### src/rtl/eqz_counter_pkg.sv
`default_nettype none
// ============================================================================
// Module   : eqz_counter_pkg
// Purpose  : Shared types and constants for the eqz_counter block:
//            the control FSM state encoding and the default data width.
// Revision : 1.0 - initial release
// ============================================================================
package eqz_counter_pkg;

  // Default counter/data width in bits (legal range 2..32)
  localparam int unsigned C_WIDTH_DEFAULT = 16;

  // Control FSM states
  typedef enum logic [1:0] {
    IDLE = 2'd0,
    RUN  = 2'd1,
    DONE = 2'd2
  } state_t;

endpackage : eqz_counter_pkg
`default_nettype wire

### src/rtl/eqz_counter_if.sv
`default_nettype none
// ============================================================================
// Module   : eqz_counter_if
// Purpose  : Control/status bundle of the eqz_counter block.
// Ports    : start    - request to load load_val and begin counting
//            load_val - initial count (WIDTH bits)
//            dec      - decrement enable
//            abort    - terminate a run without completion
//            count    - current counter value (WIDTH bits)
//            eqz      - count == 0
//            busy     - counter is running
//            done     - completion indication
//            err      - sticky underflow flag
// Modports : master (drives requests), slave (the counter itself)
// Revision : 1.0 - initial release
// ============================================================================
interface eqz_counter_if
  import eqz_counter_pkg::*;
#(
  parameter int unsigned WIDTH = C_WIDTH_DEFAULT
);

  logic             start;
  logic [WIDTH-1:0] load_val;
  logic             dec;
  logic             abort;
  logic [WIDTH-1:0] count;
  logic             eqz;
  logic             busy;
  logic             done;
  logic             err;

  modport master (
    output start, load_val, dec, abort,
    input  count, eqz, busy, done, err
  );

  modport slave (
    input  start, load_val, dec, abort,
    output count, eqz, busy, done, err
  );

endinterface : eqz_counter_if
`default_nettype wire

### src/rtl/eqz_detect.sv
`default_nettype none
// ============================================================================
// Module   : eqz_detect
// Purpose  : Combinational zero detector for the counter register.
// Ports    : i_count - value to test (WIDTH bits)
//            o_eqz   - high when i_count is all zeros
// Revision : 1.0 - initial release
// ============================================================================
module eqz_detect
  import eqz_counter_pkg::*;
#(
  parameter int unsigned WIDTH = C_WIDTH_DEFAULT
) (
  input  logic [WIDTH-1:0] i_count,
  output logic             o_eqz
);

  assign o_eqz = (i_count == '0);

endmodule : eqz_detect
`default_nettype wire

### src/rtl/eqz_counter.sv
`default_nettype none
// ============================================================================
// Module   : eqz_counter
// Purpose  : Loadable down-counter with zero detect. A start in IDLE loads
//            the count and enters RUN; in RUN the count decrements on dec
//            until it reaches zero, then DONE is visited for one cycle.
//            abort returns to IDLE holding the count.
// Ports    : clk - clock, rising edge
//            rst - asynchronous active-high reset
//            bus - eqz_counter_if.slave (start/load_val/dec/abort in,
//                  count/eqz/busy/done/err out)
// Params   : WIDTH     - counter width (2..32)
//            HOLD_DONE - 0: done is a one-cycle pulse
//                        1: done held until the next accepted start
// Macro    : EQZ_COUNTER_UNDERFLOW_EN - when defined, dec in RUN at count 0
//            sets the sticky err flag; otherwise err is tied low.
// Revision : 1.0 - initial release
// ============================================================================
module eqz_counter
  import eqz_counter_pkg::*;
#(
  parameter int unsigned WIDTH     = C_WIDTH_DEFAULT,
  parameter bit          HOLD_DONE = 1'b0
) (
  input  logic         clk,
  input  logic         rst,
  eqz_counter_if.slave bus
);

  localparam logic [WIDTH-1:0] c_one = {{(WIDTH-1){1'b0}}, 1'b1};

  state_t           r_state;
  state_t           w_state_nxt;
  logic [WIDTH-1:0] r_count;
  logic [WIDTH-1:0] w_count_nxt;
  logic             w_eqz;
  logic             w_accept;
  logic             w_err;

  eqz_detect #(
    .WIDTH (WIDTH)
  ) u_eqz_detect (
    .i_count (r_count),
    .o_eqz   (w_eqz)
  );

  // Next-state / next-count decode. In RUN, abort beats the zero exit,
  // which beats dec, so the count can never wrap below zero.
  always_comb begin
    w_state_nxt = r_state;
    w_count_nxt = r_count;
    w_accept    = 1'b0;
    case (r_state)
      IDLE: begin
        if (bus.start) begin
          w_accept    = 1'b1;
          w_count_nxt = bus.load_val;
          w_state_nxt = RUN;
        end
      end
      RUN: begin
        if (bus.abort) begin
          w_state_nxt = IDLE;
        end else if (w_eqz) begin
          w_state_nxt = DONE;
        end else if (bus.dec) begin
          w_count_nxt = r_count - c_one;
        end
      end
      DONE: begin
        w_state_nxt = IDLE;
      end
      default: begin
        w_state_nxt = IDLE;
      end
    endcase
  end

  always_ff @(posedge clk or posedge rst) begin
    if (rst) begin
      r_state <= IDLE;
      r_count <= '0;
    end else begin
      r_state <= w_state_nxt;
      r_count <= w_count_nxt;
    end
  end

`ifdef EQZ_COUNTER_UNDERFLOW_EN
  logic w_underflow;
  logic r_err;

  // A dec request while RUN already sits at zero is an underflow attempt.
  assign w_underflow = (r_state == RUN) && bus.dec && w_eqz;

  always_ff @(posedge clk or posedge rst) begin
    if (rst) begin
      r_err <= 1'b0;
    end else if (w_accept) begin
      r_err <= 1'b0;
    end else if (w_underflow) begin
      r_err <= 1'b1;
    end
  end

  assign w_err = r_err;
`else
  assign w_err = 1'b0;
`endif

  generate
    if (HOLD_DONE) begin : g_done_hold
      logic r_done;

      // Set together with the DONE state so done rises on the same edge
      // as in pulse mode, then stays up through IDLE until a new start.
      always_ff @(posedge clk or posedge rst) begin
        if (rst) begin
          r_done <= 1'b0;
        end else if (w_accept) begin
          r_done <= 1'b0;
        end else if (w_state_nxt == DONE) begin
          r_done <= 1'b1;
        end
      end

      assign bus.done = r_done;
    end else begin : g_done_pulse
      assign bus.done = (r_state == DONE);
    end
  endgenerate

  assign bus.count = r_count;
  assign bus.eqz   = w_eqz;
  assign bus.busy  = (r_state == RUN);
  assign bus.err   = w_err;

endmodule : eqz_counter
`default_nettype wire

### src/flat_wrapper.sv
// flat-port wrapper written by rule: the top's interface ports become plain ports
module eqz_counter_flat import eqz_counter_pkg::*;
#(
  parameter int unsigned WIDTH     = C_WIDTH_DEFAULT,
  parameter bit          HOLD_DONE = 1'b0
)
  (clk, rst, bus_start, bus_load_val, bus_dec, bus_abort, bus_count, bus_eqz, bus_busy, bus_done, bus_err);
  eqz_counter_if #(.WIDTH(WIDTH)) bus_i ();
  input  logic clk;
  input  logic rst;
  input wire logic [$bits(bus_i.start)-1:0] bus_start;
  input wire logic [$bits(bus_i.load_val)-1:0] bus_load_val;
  input wire logic [$bits(bus_i.dec)-1:0] bus_dec;
  input wire logic [$bits(bus_i.abort)-1:0] bus_abort;
  output wire logic [$bits(bus_i.count)-1:0] bus_count;
  output wire logic [$bits(bus_i.eqz)-1:0] bus_eqz;
  output wire logic [$bits(bus_i.busy)-1:0] bus_busy;
  output wire logic [$bits(bus_i.done)-1:0] bus_done;
  output wire logic [$bits(bus_i.err)-1:0] bus_err;
  assign bus_i.start = bus_start;
  assign bus_i.load_val = bus_load_val;
  assign bus_i.dec = bus_dec;
  assign bus_i.abort = bus_abort;
  assign bus_count = bus_i.count;
  assign bus_eqz = bus_i.eqz;
  assign bus_busy = bus_i.busy;
  assign bus_done = bus_i.done;
  assign bus_err = bus_i.err;
  eqz_counter #(.WIDTH(WIDTH), .HOLD_DONE(HOLD_DONE)) u_core (.clk(clk), .rst(rst), .bus(bus_i));
endmodule
### config.mk
export PLATFORM = sky130hd
export DESIGN_NAME = eqz_counter_flat
export DESIGN_NICKNAME = d
export VERILOG_FILES = /design/src/rtl/eqz_counter_pkg.sv /design/src/rtl/eqz_counter_if.sv /design/src/rtl/eqz_detect.sv /design/src/rtl/eqz_counter.sv /design/src/flat_wrapper.sv
export SDC_FILE = /design/constraint.sdc
export NUM_CORES = 1
export LEC_CHECK = 0
export CAP_MARGIN = 40
export CORE_MARGIN = 2
export CORE_UTILIZATION = 41
export CTS_CLUSTER_SIZE = 25
export DETAILED_ROUTE_END_ITERATION = 10
export GPL_ROUTABILITY_DRIVEN = 0
export PLACE_DENSITY = 0.84
export RECOVER_POWER = 100
export SLEW_MARGIN = 5
export SYNTH_ARGS = -nofsm -noshare
export SYNTH_HDL_FRONTEND = slang
export SYNTH_HIERARCHICAL = 1
export SYNTH_SLANG_ARGS = --single-unit
### constraint.sdc
create_clock -name clk -period 1.7 [get_ports clk]
set_input_delay 0.34 -clock clk [delete_from_list [all_inputs] [get_ports clk]]
set_output_delay 0.34 -clock clk [all_outputs]
set_load 0.02 [all_outputs]
# After elaboration in Yosys (flattened, before gate mapping)
# Index checks and enable logic that the tools add are counted.
[totals]
register_bits = 18
in_bits = 21
wordCells = 24
[classes]
n_mux = 9
reduce_logical = 5
addsub = 1
n_eq_ne = 7
[ops]
columns = ["cell", "count"]
rows = [
  ["$mux W16", 4],
  ["$pmux W16 S2", 1],
  ["$logic_not A16 Y1", 1],
  ["$sub A16 B1 Y16 const B", 1],
  ["$ne A2 B2 Y1 const B", 4],
  ["$mux W2", 3],
  ["$reduce_and A5 Y1", 1],
  ["$pmux W2 S2", 1],
  ["$ne A3 B3 Y1 const B", 1],
  ["$eq A2 B1 Y1 const B", 1],
  ["$eq A2 B2 Y1 const B", 1],
  ["$logic_not A2 Y1", 1],
  ["$reduce_and A2 Y1", 1],
  ["$reduce_bool A2 Y1", 1],
]

# Depth between registers and ports, before layout
[depth]
ltp_word = 5
mapped_depth = 7

# Modules after synthesis
# Netlist, hierarchy kept.
[modules_own_cells]
columns = ["module", "area_each_um2", "seq_area_each_um2", "cells_per_inst", "instances"]
rows = [
  ["eqz_counter", 1196.1, 450.4, 141, 1],
  ["eqz_detect", 33.8, 0.0, 5, 1],
]

# Worst setup path before layout
# OpenSTA, ideal clock, no wires.
[synth_path]
kind = "register to register"
startpoint = "register u_core.r_count[7] (netlist: u_core/bus.count[7])"
endpoint = "register u_core.r_count[8] (netlist: u_core/bus.count[8])"
path_stages_with_launch = 8
slack_ns = -0.348
arrival_time_ns = 1.926
t_required_ns = 1.579
cell_sequence = "dfrtp_1 nor4_1 and4_1 nor4bb_1 o21bai_2 clkbuf_1 a21oi_1 o22a_1"
[synth_via]
word_cells_on_any_way = 8
classes_between = "add/sub: 1; eq/ne: 1; mux: 4; reduce/logical: 2"
[synth_lines]
columns = ["item", "line_no", "text"]
rows = [
  ["start, declared", "eqz_counter.sv:34", "logic [WIDTH-1:0] r_count;"],
  ["start signal, assigned", "eqz_counter.sv:85", "r_count <= w_count_nxt;"],
  ["$logic_not A16 Y1", "eqz_detect.sv:18", "assign o_eqz = (i_count == '0);"],
  ["net bus_eqz", "flat_wrapper.sv:16", "output wire logic [$bits(bus_i.eqz)-1:0] bus_eqz;"],
  ["$ne A2 B2 Y1 (no line)", "--", ""],
  ["$reduce_and A5 Y1 (no line)", "--", ""],
]
# The timed path passes the listed nets, and every way through them passes these cells. The select of a mux whose other input is x is not followed.
# A chain may end at the register's enable or synchronous reset.

# Worst setup path in the final report
[layout_path]
startpoint = "register u_core.r_count[12] (netlist: u_core/bus.count[12])"
endpoint = "register u_core.r_count[11] (netlist: u_core/bus.count[11])"
[layout_via]
elab_chain_cells = 3
[layout_lines]
columns = ["item", "line_no"]
rows = [
  ["$logic_not A16 Y1", "eqz_detect.sv:18"],
  ["$ne A2 B2 Y1 (no line)", "--"],
  ["$reduce_and A5 Y1 (no line)", "--"],
]
# No other way between the ends.

==> impl_results.md <==
- Post-route DRC: 2
- CTS max path bufs: 2
- Clk pwr share: 0.100
- Status: complete, but fails checks
- Adder-cell share of the synthesized area: 0.01017
- Layout cell share with drive strength beyond 1: 0.3624
- Synth cell types: 46
- Hold Startpoint: u_core/r_state[1]
- Vias/cell: 5.976
- Initial antenna violation count: 0
- Final setup viols: 17
- Worst EP required: ~1.9 ns
- Largest family of logic cells by synthesized area: simple AND/OR/NAND/NOR gates
- Placed inst area: 1867 µm²
- Mapped cell area: 1230 µm²
- Flop pwr share: 0.283
- Die Area: 3454 µm²
- Fmax: 542.3 MHz
- Die W: 58.77 µm
- Kind of end point of the critical path: flop
- Buffers on Ports: 39
- CP most frequent cell: buf_6
- Die extent in y: just under 60 µm
- Max stage delay on crit path: 0.42 ns
- Fin nets: between 200 and 250
- Critical-path cell list: nor4_1 -> and4_4 -> buf_6 -> nor4bb_4 -> o21bai_4 -> buf_6 -> a21oi_1 -> o22a_1
- # clock sinks: 18
- Mux contribution to synthesized area: 0
- Most frequent cells in the layout: buf_4, clkdlybuf4s50_1, dlygate4sd2_1
- Slew Viols, Final: 0
- Ports: 41
- Synth Area in XOR/XNOR: 0
- Post-synthesis sequential area ratio: 0.3662
- Cts-stage hold buffer count: 0
- IR drop worst, VDD: 0.0007321 V
- Routed wire length: 4005 µm
- Least-Margin Pin Slew: 1.005 ns
- Largest net degree at the start of global routing: 25
- Clock-pin slew on the worst setup and hold paths: 0.11 ns
- Max_cap viols: 0
- Fin crit period: 1.844 ns
- DR WL/cell: 16.08 µm
- Clock Skews: between 0.005 and 0.006 ns
- Worst Setup Start Kind: flop
- DRT Pass-1 Iters: 7
- Std cell rows: 19
- CP startpoint: u_core/bus.count[12]
- Total CTS buffers: 3
- 1st-iter DRT viols: 74
- RSZ-0062 raised after global routing: yes
- Internal power: 1.481 mW
- Async SR Flop Fraction: 1.000
- Arr. time, crit path: 2.03 ns
- Failing checks: design-rule violations, negative setup slack
- H-Tree Depth: 1
- Net Count, Synth: 168
- HPWL Detailed: 2846 µm
- EDFF count, synth: 0
- First-pass GRT wire length: 6637 µm
- Final instance area: 2019 µm²
- Compound-Gate Fraction of Synth Area: 0.2614
- Fillers: 214
- NetSw: ~1.2 mW
- Slew HR: 0.3301
- Switch share: 0.4451
- Initial Util: 0.4384
- Combinational share of power: 0.617
- Final Cycle Share: 1.085
- Yosys warns: 6
- P per Cell Area: 1321 nW/µm²
- Most used flip-flop cell after synthesis: dfrtp_1
- GRT Util Overall: 0.2503
- Commonest non-fill, non-tap cell in the layout: buf_4
- Fin Hold WS: approximately 0.56 ns
- Syn Inst Count: 146
- Core box area: ~2800 µm²
- Clk Latency, worst-skew pair: 0.29 ns
- Final Hold Viols: 0
- Synthesized flop and latch total: 18
- Post-synthesis simple-gate area fraction: 0.2991
- Hold Path Class: reg2reg
- Detail Route Antenna Nets: 0
- LEAKAGE: 0.8122 nW
- Critical path's slowest cell: dfrtp_2
- Final WS setup: -0.1439 ns
- TritonCTS clock tree: yes
- Clock Tree Root: clkbuf_4
- FF-to-FF Start: u_core/bus.count[12]
- GR Overflow Total: 0
- Critical path type: reg2reg
- Via Count: approximately 1.5k
- Synthesis-to-layout area growth: 64.19%
- Final Util: 0.7199
- Avg Cell Area, Syn: 8.424 µm²
- Critical Path Fanout Max: 7
- Number of diodes: 0
- Number of global-route vias before repair: 1450
==> sequential cells by signal (all words and copies together), names as in the netlist <==
signal	cells
u_core/r_state	2
u_core/bus.count	16
==> cells in the mapped netlist (2+ instances only) <==
library cell / instances / area [µm²]
a2bb2oi_1: 2 / 17.52
dfrtp_1: 18 / 450.4
nand2b_1: 3 / 18.77
buf_4: 4 / 30.03
nor2_1: 15 / 56.30
nor3_1: 3 / 15.01
nor2b_1: 2 / 12.51
o221ai_1: 2 / 17.52
nor2_2: 2 / 12.51
o211ai_1: 3 / 22.52
inv_1: 3 / 11.26
nand3_1: 3 / 15.01
o22a_1: 7 / 61.31
a32oi_1: 2 / 17.52
nor3b_1: 3 / 22.52
buf_2: 2 / 10.01
nand2_1: 14 / 52.55
a21oi_1: 10 / 50.05
o21a_1: 2 / 15.01
a31oi_1: 2 / 12.51
nand4_1: 2 / 12.51
o21ai_0: 10 / 50.05
nor4_1: 8 / 50.05
a22oi_1: 2 / 15.01
==> through the flow <==
step / total power [mW] / setup TNS, ns / std cells / worst slack (ns)
after global routing: 2.854 / -2.882 / 249 / -0.2176
after global placement: 2.329 / -1.738 / 239 / -0.1901
after detailed placement: 2.375 / -2.598 / 239 / -0.2072
after floorplan: 1.535 / -0.4785 / 146 / -0.1140
after CTS: 2.590 / -1.587 / 247 / -0.1526
final: 2.668 / -1.461 / 249 / -0.1439
==> routing by layer <==
metal	part of all wire	vias up	GRT usage
met5	0	-	0
met2	0.49	88	0.4143
met3	0.096	10	0.04396
met4	0.019	0	0.09740
met1	0.39	694	0.3245
li1	-	696	-
==> path summary, 6_finish.rpt <==
path | to | slack [ns] | depth (start not counted)
hold reg to reg | u_core/r_state[0] | 0.56 | 2
max in group asynchronous | u_core/bus.count[2] | 0.25 | 3
hold / removal | u_core/r_state[0] | 0.56 | 2
setup reg to reg | u_core/bus.count[11] | -0.14 | 8
setup / recovery | u_core/bus.count[11] | -0.14 | 8
min in group asynchronous | u_core/bus.count[7] | 0.77 | 3
==> what timing repair did <==
action,CTS,global route
endpoints found under the setup margin,35,18
setup buffers,4,1
cloned,0,1
pin swaps,5,5
resized for setup,30,17
==> worst max-delay path, delay by kind of cell, from the launching register on <==
family,cells,cell delay (ns)
simple gates,3,0.61
buf+inv,2,0.27
flops,1,0.42
compound gates,3,0.45
==> power by group through the flow <==
stage	Clock [mW]	Combinational [mW]	Sequential [mW]
finish	0.266	1.65	0.756
global route	0.294	1.79	0.773
CTS	0.276	1.59	0.728
detailed placement	0	1.66	0.715
global placement	0	1.62	0.706
floorplan	0	0.507	1.03
==> cell type report <==
class	instances	area (µm²)	share of cell area
inverters	4	15.01	0.007435
multi-input cells	115	802.0	0.3971
well taps	31	38.79	0.01921
clock buffers	4	36.28	0.01797
flip-flops and latches	18	467.9	0.2317
repair buffers	77	659.4	0.3265
==> logic make-up after synthesis <==
| group | count (synthesis) |
|---|---|
| and+or+nand+nor | 66 |
| AOI/OAI and AO/OA | 47 |
| DFF | 18 |
| buffers and inverters | 13 |
| adders and majority gates | 1 |
| other | 1 |
Power figures use the tool's default switching activity.
